`src/rtl/smc_pkg.sv`:
```
// smc_pkg: shared mode encodings, FSM state type, sum weights and width
// helpers for the streaming sort-and-sum MOSFET calculator.
package smc_pkg;

  // mode[0] picks the metric (0 = g_m, 1 = I_D), mode[1] picks min/max
  localparam logic [1:0] MODE_GM_MIN = 2'b00;
  localparam logic [1:0] MODE_ID_MIN = 2'b01;
  localparam logic [1:0] MODE_GM_MAX = 2'b10;
  localparam logic [1:0] MODE_ID_MAX = 2'b11;

  typedef enum logic [1:0] {
    IDLE,
    COLLECT,
    SUM,
    OUT
  } state_t;

  // weights applied to s0, s1, s2 in the weighted (I_D) sum
  localparam int W_S0 = 3;
  localparam int W_S1 = 4;
  localparam int W_S2 = 5;

  // width of a per-device value
  function automatic int vw_of(input int dw);
    return 3 * dw;
  endfunction

  // width of the batch result, room for 12x the largest value
  function automatic int ow_of(input int dw);
    return 3 * dw + 4;
  endfunction

endpackage

```
`src/rtl/smc_stream_if.sv`:
```
// smc_stream_if: device-beat input stream plus result output stream.
interface smc_stream_if #(
  parameter int DW = 3
);

  logic                           in_valid;
  logic                           in_ready;
  logic [1:0]                     mode;
  logic [DW-1:0]                  w;
  logic [DW-1:0]                  vgs;
  logic [DW-1:0]                  vds;
  logic                           out_valid;
  logic                           out_ready;
  logic [smc_pkg::ow_of(DW)-1:0]  out_data;

  // host / collector side
  modport master (
    output in_valid, mode, w, vgs, vds, out_ready,
    input  in_ready, out_valid, out_data
  );

  // calculator side
  modport slave (
    input  in_valid, mode, w, vgs, vds, out_ready,
    output in_ready, out_valid, out_data
  );

endinterface

```
`src/rtl/smc_dev_calc.sv`:
```
// smc_dev_calc: combinational square-law model of one MOSFET, giving drain
// current and transconductance, both floor-divided by 3.
module smc_dev_calc
  import smc_pkg::*;
#(
  parameter int DW = 3,
  parameter int VT = 1
) (
  input  logic [DW-1:0]        w,
  input  logic [DW-1:0]        vgs,
  input  logic [DW-1:0]        vds,
  output logic [vw_of(DW)-1:0] id,
  output logic [vw_of(DW)-1:0] gm
);

  localparam int VW = vw_of(DW);
  localparam int IW = VW + 1;

  logic [IW-1:0] w_e, vgs_e, vds_e, d, id_num, gm_num;

  // Region select and products at full width; cutoff forces zero instead of wrapping
  always_comb begin
    w_e    = IW'(w);
    vgs_e  = IW'(vgs);
    vds_e  = IW'(vds);
    d      = '0;
    id_num = '0;
    gm_num = '0;
    if (vgs_e > IW'(VT)) begin
      d = vgs_e - IW'(VT);
      if (d > vds_e) begin
        id_num = w_e * vds_e * ((d << 1) - vds_e);
        gm_num = (w_e * vds_e) << 1;
      end else begin
        id_num = w_e * d * d;
        gm_num = (w_e * d) << 1;
      end
    end
    id = VW'(id_num / IW'(3));
    gm = VW'(gm_num / IW'(3));
  end

endmodule

```
`src/rtl/smc_stream.sv`:
```
// smc_stream: per-batch FSM, beat counter, three-deep insertion sort buffer
// and plain/weighted summer, with a registered valid/ready result.
module smc_stream
  import smc_pkg::*;
#(
  parameter int N_DEV = 6,
  parameter int DW    = 3,
  parameter int VT    = 1
) (
  input  logic         clk,
  input  logic         rst,
  smc_stream_if.slave  bus
);

  localparam int VW = vw_of(DW);
  localparam int OW = ow_of(DW);
  localparam int CW = $clog2(N_DEV + 1);

  state_t          state;
  logic [CW-1:0]   cnt;
  logic [1:0]      mode_q;
  logic [VW-1:0]   s0, s1, s2;
  logic            in_ready_q;
  logic            out_valid_q;
  logic [OW-1:0]   out_data_q;

  logic [VW-1:0]   id_v, gm_v, metric, sentinel;
  logic [VW-1:0]   b0, b1, b2, n0, n1, n2;
  logic [1:0]      eff_mode;
  logic [OW-1:0]   sum_plain, sum_weighted, sum_sel;

  smc_dev_calc #(.DW(DW), .VT(VT)) u_dev_calc (
    .w   (bus.w),
    .vgs (bus.vgs),
    .vds (bus.vds),
    .id  (id_v),
    .gm  (gm_v)
  );

  // Insert the current beat into the buffer, seeding with sentinels on the first beat
  always_comb begin
    eff_mode = (state == IDLE) ? bus.mode : mode_q;
    metric   = eff_mode[0] ? id_v : gm_v;
    sentinel = eff_mode[1] ? '0 : '1;
    b0 = (state == IDLE) ? sentinel : s0;
    b1 = (state == IDLE) ? sentinel : s1;
    b2 = (state == IDLE) ? sentinel : s2;
    n0 = b0;
    n1 = b1;
    n2 = b2;
    if (eff_mode[1]) begin
      if (metric > b0) begin
        n0 = metric;
        n1 = b0;
        n2 = b1;
      end else if (metric > b1) begin
        n1 = metric;
        n2 = b1;
      end else if (metric > b2) begin
        n2 = metric;
      end
    end else begin
      if (metric < b2) begin
        n0 = b1;
        n1 = b2;
        n2 = metric;
      end else if (metric < b1) begin
        n0 = b1;
        n1 = metric;
      end else if (metric < b0) begin
        n0 = metric;
      end
    end
  end

  // Batch result from the settled buffer: plain for g_m, weighted for I_D
  always_comb begin
    sum_plain    = OW'(s0) + OW'(s1) + OW'(s2);
    sum_weighted = OW'(s0) * OW'(W_S0) + OW'(s1) * OW'(W_S1) + OW'(s2) * OW'(W_S2);
    sum_sel      = mode_q[0] ? sum_weighted : sum_plain;
  end

  // Batch FSM with registered handshake outputs
  always_ff @(posedge clk) begin
    if (rst) begin
      state       <= IDLE;
      cnt         <= '0;
      mode_q      <= '0;
      s0          <= '0;
      s1          <= '0;
      s2          <= '0;
      in_ready_q  <= 1'b1;
      out_valid_q <= 1'b0;
      out_data_q  <= '0;
    end else begin
      case (state)
        IDLE: begin
          if (bus.in_valid) begin
            mode_q <= bus.mode;
            s0     <= n0;
            s1     <= n1;
            s2     <= n2;
            cnt    <= CW'(1);
            state  <= COLLECT;
          end
        end
        COLLECT: begin
          if (bus.in_valid) begin
            s0  <= n0;
            s1  <= n1;
            s2  <= n2;
            cnt <= cnt + CW'(1);
            if (cnt == CW'(N_DEV - 1)) begin
              in_ready_q <= 1'b0;
              state      <= SUM;
            end
          end
        end
        SUM: begin
          out_data_q  <= sum_sel;
          out_valid_q <= 1'b1;
          state       <= OUT;
        end
        OUT: begin
          if (bus.out_ready) begin
            out_valid_q <= 1'b0;
            in_ready_q  <= 1'b1;
            cnt         <= '0;
            state       <= IDLE;
          end
        end
        default: begin
          in_ready_q  <= 1'b1;
          out_valid_q <= 1'b0;
          state       <= IDLE;
        end
      endcase
    end
  end

  assign bus.in_ready  = in_ready_q;
  assign bus.out_valid = out_valid_q;
  assign bus.out_data  = out_data_q;

endmodule

```
`src/flat_wrapper.sv`:
```
// flat-port wrapper written by rule: the top's interface ports become plain ports
module smc_stream_flat import smc_pkg::*;
#(
  parameter int N_DEV = 6,
  parameter int DW    = 3,
  parameter int VT    = 1
)
  (clk, rst, bus_in_valid, bus_mode, bus_w, bus_vgs, bus_vds, bus_out_ready, bus_in_ready, bus_out_valid, bus_out_data);
  smc_stream_if #(.DW(DW)) bus_i ();
  input  logic clk;
  input  logic rst;
  input wire logic [$bits(bus_i.in_valid)-1:0] bus_in_valid;
  input wire logic [$bits(bus_i.mode)-1:0] bus_mode;
  input wire logic [$bits(bus_i.w)-1:0] bus_w;
  input wire logic [$bits(bus_i.vgs)-1:0] bus_vgs;
  input wire logic [$bits(bus_i.vds)-1:0] bus_vds;
  input wire logic [$bits(bus_i.out_ready)-1:0] bus_out_ready;
  output wire logic [$bits(bus_i.in_ready)-1:0] bus_in_ready;
  output wire logic [$bits(bus_i.out_valid)-1:0] bus_out_valid;
  output wire logic [$bits(bus_i.out_data)-1:0] bus_out_data;
  assign bus_i.in_valid = bus_in_valid;
  assign bus_i.mode = bus_mode;
  assign bus_i.w = bus_w;
  assign bus_i.vgs = bus_vgs;
  assign bus_i.vds = bus_vds;
  assign bus_i.out_ready = bus_out_ready;
  assign bus_in_ready = bus_i.in_ready;
  assign bus_out_valid = bus_i.out_valid;
  assign bus_out_data = bus_i.out_data;
  smc_stream #(.N_DEV(N_DEV), .DW(DW), .VT(VT)) u_core (.clk(clk), .rst(rst), .bus(bus_i));
endmodule
```
`config.mk`:
```
export PLATFORM = sky130hd
export DESIGN_NAME = smc_stream_flat
export DESIGN_NICKNAME = d
export VERILOG_FILES = /design/src/rtl/smc_pkg.sv /design/src/rtl/smc_stream_if.sv /design/src/rtl/smc_dev_calc.sv /design/src/rtl/smc_stream.sv /design/src/flat_wrapper.sv
export SDC_FILE = /design/constraint.sdc
export NUM_CORES = 1
export LEC_CHECK = 0
export ABC_CLOCK_PERIOD_IN_PS = 32800
export CORE_MARGIN = 2
export CORE_UTILIZATION = 42
export DETAILED_ROUTE_END_ITERATION = 7
export MAX_ROUTING_LAYER = met4
export PLACE_DENSITY = 0.54
export SYNTH_ARGS = -nofsm -noshare
export SYNTH_HDL_FRONTEND = slang
export SYNTH_SLANG_ARGS = --single-unit
```
`constraint.sdc`:
```
create_clock -name clk -period 32.8 [get_ports clk]
set_input_delay 6.56 -clock clk [delete_from_list [all_inputs] [get_ports clk]]
set_output_delay 6.56 -clock clk [all_outputs]
set_load 0.03 [all_outputs]
```
==> results of run 1 <==
-- metal layers --
layer  global-route usage [%]  share of wire (%)
met4                     4.50                1.3
met5                        -                  0
met2                     35.2                 41
met3                     3.48                5.8
met1                     37.8                 52
-- logic make-up (layout without fill, tap and decap cells) --
family	after synthesis	after routing	share of synthesized area [%]
flops	49	49	10.2
xor+xnor	55	55	5.16
mux	20	20	2.30
compound gates	398	398	27.4
fa+ha+maj	201	201	30.5
simple gates	370	370	18.3
buf+inv	152	146	6.16
-- sequential cells by signal, indices dropped and copies added (netlist names), 2 cells and up --
| name | cells |
|---|---|
| u_core.s2 | 9 |
| u_core.s0 | 9 |
| u_core.bus.out_data | 13 |
| u_core.cnt | 3 |
| u_core.mode_q | 2 |
| u_core.s1 | 9 |
| u_core.state | 2 |
-- Yosys cell counts, drive strengths merged (7+ instances only) --
cell    count
a211oi     24
a21o       23
a21oi     106
a31oi      11
and2       22
buf        12
clkbuf     45
dfxtp      49
fa         55
ha        146
inv        95
mux2i      15
nand2      90
nand2b     16
nand3      25
nand4      11
nor2      122
nor2b      23
nor3       27
o211ai     21
o21a       31
o21ai      74
o21bai     22
o22ai       7
o31ai      13
or3         7
xnor2      45
xor2        9
-- worst paths after layout --
check                                        startpoint                 endpoint  slack (ps)  cells after the start
worst min-delay path            u_core.bus.out_data[11]  u_core.bus.out_data[11]         470                      2
worst max register to register          u_core.state[0]             u_core.s1[2]       24030                     34
worst min register to register  u_core.bus.out_data[11]  u_core.bus.out_data[11]         470                      2
worst max-delay path                         bus_vgs[0]             u_core.s1[2]       12780                     50
-- worst register-to-register path: cells and delay by family, from the launching register on --
family | cells | cell delay (ps)
flip-flops | 1 | 330
AO/OA/AOI/OAI | 17 | 3950
multiplexers | 2 | 1110
buffers and inverters | 3 | 550
AND/OR/NAND/NOR | 9 | 2070
adder cells (fa/ha/maj) | 3 | 660
-- through the flow --
step	hold slack (ps)	util (%)
after global placement	455	44.9
after floorplan	449	-
after CTS	474	45.6
after detailed placement	464	44.9
after global routing	497	45.6
final	470	45.6
-- area by class of cell --
class                   count  area share [%]
clock buffers               5            1.21
clock inverters             3           0.449
inverters                  95            3.46
multi-input cells        1044            78.1
flip-flops and latches     49            9.52
well taps                 285            3.46
repair buffers             43            3.79
==> qor.txt, run 1 <==
total grt overflow - 0
clk_lat worst skew - 310 ps
All-Layer GR Usage - 24.9%
Sink Count - 49
RSZ-0062 raised after global routing - no
WL/cell - 18.7 um
CTS tree - built
Synth cell types - 80
I/O pins - 30
number of enable flip-flop cells after synthesis - 0
CP peak stage delay - 770 ps
hold_buf cts - 0
crit-path max FO - 21
Max Slew Vio Count - 0
Chip Width - 155 um
Synth area leaders - ha_1 (19%), fa_1 (11%), dfxtp_1 (10%)
setup ws final - 12,780 ps
maxcap violations - 0
Critical Path Source Type - input pin
# port buffers - 29
Max Clk Rate - 49.9 MHz
chip height - 155 um
share of cells above drive strength 1 - 3.79%
final WL - 28.4 mm
hold violation total from the final report - 0
pre-CTS WS - 12,530 ps
drt pass-1 iters - 5
Net Count, Synth - 1,461
n_diodes - 0
most common cell after layout, fill and taps aside - ha_1
core footprint - 0.0226 sq mm
clock skew - 10.1 ps
Post-Synthesis Cells - 1,245
CP top delay family - adder cells
CTS resizes - 0
register area share after synthesis - 10.2%
number of global-route vias before repair - 8,517
Slowest-stage cell, CP - clkdlybuf4s50_1
DP Area - 0.0101 sq mm
DRC Markers - 0
Post-Layout Cell Count - 1,524
DP Cell Count - 1,516
initial antenna violation count - 0
fin crit share - 61.0%
Avg Synthesized Cell Area - 7.72 sq um
flops & latches, synth - 49
nature of the critical path endpoint - flop
mapped cell area - 0.00961 sq mm
Slew headroom - 22.2%
crit path DAT - 20,220 ps
row count - 55
Post-synth top flop - dfxtp_1
drt first-iter violations - 697
die area - 0.0241 sq mm
largest net degree at the start of global routing - 54
Final min period - 20,020 ps
Clock transition at path regs - 80 ps
synthesis-to-layout area growth - 7.19%
Setup-failing EPs final - 0
GP Congestion - 0.952
Syn. warnings - 0
critical path type - in -> reg
Hold Crit Class - reg -> reg
H-Tree Depth - 2
commonest cells after routing, fill and taps aside - ha_1 (146), nor2_1 (122), a21oi_1 (105), inv_1 (95), nand2_1 (90)
status - complete, no violations
first-pass GRT wire length - 46.9 mm
Post-CTS Setup Repair Bufs - 0
antenna-violating nets left - 0
layout net count - 1,454
Async S/R FF share, synth - 0%
DP Wirelength - 22.5 mm
# fillers - 2,339
vias per cell - 5.95
Critical path buffers and inverters - 5
Initial Utilization - 42.6%
CTS max path bufs - 2
multi-input gate area in the final layout - 0.00804 sq mm
Yosys top cell by area - ha_1
top cell type's share of synthesized area - 19.0%
Tightest Pin Transition - 1170 ps
via count - 9,074
worst endpoint required time - 33,000 ps
clock root buffer master - clkbuf_16
cts bufs inserted - 5
setup TNS - 0 ps
Finished Cell Area - 0.0103 sq mm
register area - 981 sq um
Power of run 1 is left out: the tool's default activity adds up to more than one toggle a clock period on the data nets, which glitch-free logic cannot reach.
==> run 2: changes to the inputs <==
--- a/config.mk
+++ b/config.mk
@@ -5,7 +5,7 @@
 export SDC_FILE = /design/constraint.sdc
 export NUM_CORES = 1
 export LEC_CHECK = 0
-export ABC_CLOCK_PERIOD_IN_PS = 32800
+export ABC_CLOCK_PERIOD_IN_PS = 18500
 export CORE_MARGIN = 2
 export CORE_UTILIZATION = 42
 export DETAILED_ROUTE_END_ITERATION = 7
==> constraint.sdc (replaced) <==
create_clock -name clk -period 18.5 [get_ports clk]
set_input_delay 3.7 -clock clk [delete_from_list [all_inputs] [get_ports clk]]
set_output_delay 3.7 -clock clk [all_outputs]
set_load 0.03 [all_outputs]
==> qor.txt, run 2 (synthesis results as in run 1) <==
status - complete, no violations
Post-Layout Cell Count - 1,528
chip height - 155 um
antenna-violating nets left - 0
drt pass-1 iters - 5
WL/cell - 18.5 um
die area - 0.0241 sq mm
setup TNS - 0 ps
Clock transition at path regs - 80 ps
RSZ-0062 raised after global routing - no
row count - 55
most common cell after layout, fill and taps aside - ha_1
initial antenna violation count - 0
Max Slew Vio Count - 0
Setup-failing EPs final - 0
I/O pins - 30
Post-CTS Setup Repair Bufs - 0
Hold Crit Class - reg -> reg
Critical Path Source Type - input pin
share of cells above drive strength 1 - 4.10%
WHS Endpoint - u_core.bus.out_data[11]
worst endpoint required time - 18,700 ps
reg2reg path depth - 36
# fillers - 2,298
Critical Path Stages - 51
critical path type - in -> reg
max reg flops - 13
commonest cells after routing, fill and taps aside - ha_1 (146), nor2_1 (122), a21oi_1 (105), inv_1 (95), nand2_1 (90)
Initial Utilization - 42.6%
CTS tree - built
layout net count - 1,458
reg2reg start - u_core.state[0]
final WL - 28.3 mm
vias per cell - 5.91
DP Area - 0.0102 sq mm
n_diodes - 0
R2R Setup Slk - 9900 ps
clock skew - 7.31 ps
number of global-route vias before repair - 8,692
pre-CTS WS - 1260 ps
CTS resizes - 0
Chip Width - 155 um
maxcap violations - 0
Slew headroom - 23.7%
All-Layer GR Usage - 25.0%
crit-path max FO - 16
via count - 9,027
nature of the critical path endpoint - flop
H-Tree Depth - 2
Min-Delay Startpoint - u_core.bus.out_data[11]
hold_buf cts - 0
DRC Markers - 0
DP Cell Count - 1,520
core footprint - 0.0226 sq mm
clock root buffer master - clkbuf_16
Max Clk Rate - 58.3 MHz
DP Wirelength - 22.6 mm
hold-critical path depth - 2
cts bufs inserted - 5
CTS max path bufs - 2
CP top delay family - adder cells
total grt overflow - 0
Sink Count - 49
GP Congestion - 0.951
hold violation total from the final report - 0
Critical path buffers and inverters - 6
crit path DAT - 17,340 ps
Final min period - 17,140 ps
setup ws final - 1360 ps
CP peak stage delay - 780 ps
fin crit share - 92.6%
# port buffers - 29
largest net degree at the start of global routing - 54
Tightest Pin Transition - 1140 ps
first-pass GRT wire length - 47.1 mm
Finished Cell Area - 0.0103 sq mm
synthesis-to-layout area growth - 7.28%
clk_lat worst skew - 310 ps
Slowest-stage cell, CP - clkdlybuf4s50_1
drt first-iter violations - 713
r2r endpoint - u_core.s1[2]
critical path's most frequent cell - ha_1
==> run 2: changes by cell type in the layout (fill, tap and decap cells not counted) <==
| cell | change |
|---|---|
| buf_4 | +4 |
| inv_6 | +1 |
| bufinv_16 | -1 |
==> run 2: worst max-delay path by stage <==
stage,start,to
after global routing,bus_vgs[0],u_core.s2[1]
after CTS,bus_vgs[0],u_core.s1[2]
final,bus_vgs[0],u_core.s1[2]
after detailed placement,bus_vgs[0],u_core.s1[2]
after floorplan,bus_vgs[0],u_core.s1[2]
after global placement,bus_vgs[0],u_core.s1[2]
==> run 2: per-stage QoR <==
step	utilization, %	hold WS, ps
2_1_floorplan	-	449
3_3_place_gp	45.0	456
3_5_place_dp	45.0	462
4_1_cts	45.7	474
5_1_grt	45.7	496
6_report	45.7	470
==> run 2: worst reg2reg max path, delay by kind of cell (launching register included) <==
kind / cells / cell delay [ps]
compound gates: 17 / 3770
simple gates: 9 / 2240
buf+inv: 5 / 950
fa+ha+maj: 3 / 650
mux: 2 / 530
flops: 1 / 330
==> run 2: metal layers <==
layer  vias up  track usage [%]  wire, um
met5         -                -         0
met4         0             4.94       388
met3        28             3.45      1790
met2       271             34.7     11400
met1      4239             38.4     14700
li1       4489                -         -
==> run 2: final cells by class <==
cell class	count	area (sq um)	area share, %
tap	285	357	3.46
timing repair buffer	47	420	4.08
multi-input combinational	1044	8040	78.0
clock inverter	3	25.0	0.243
clock buffer	5	125	1.21
inverter	95	357	3.46
sequential	49	981	9.52
Power of run 2 is left out for the same reason.
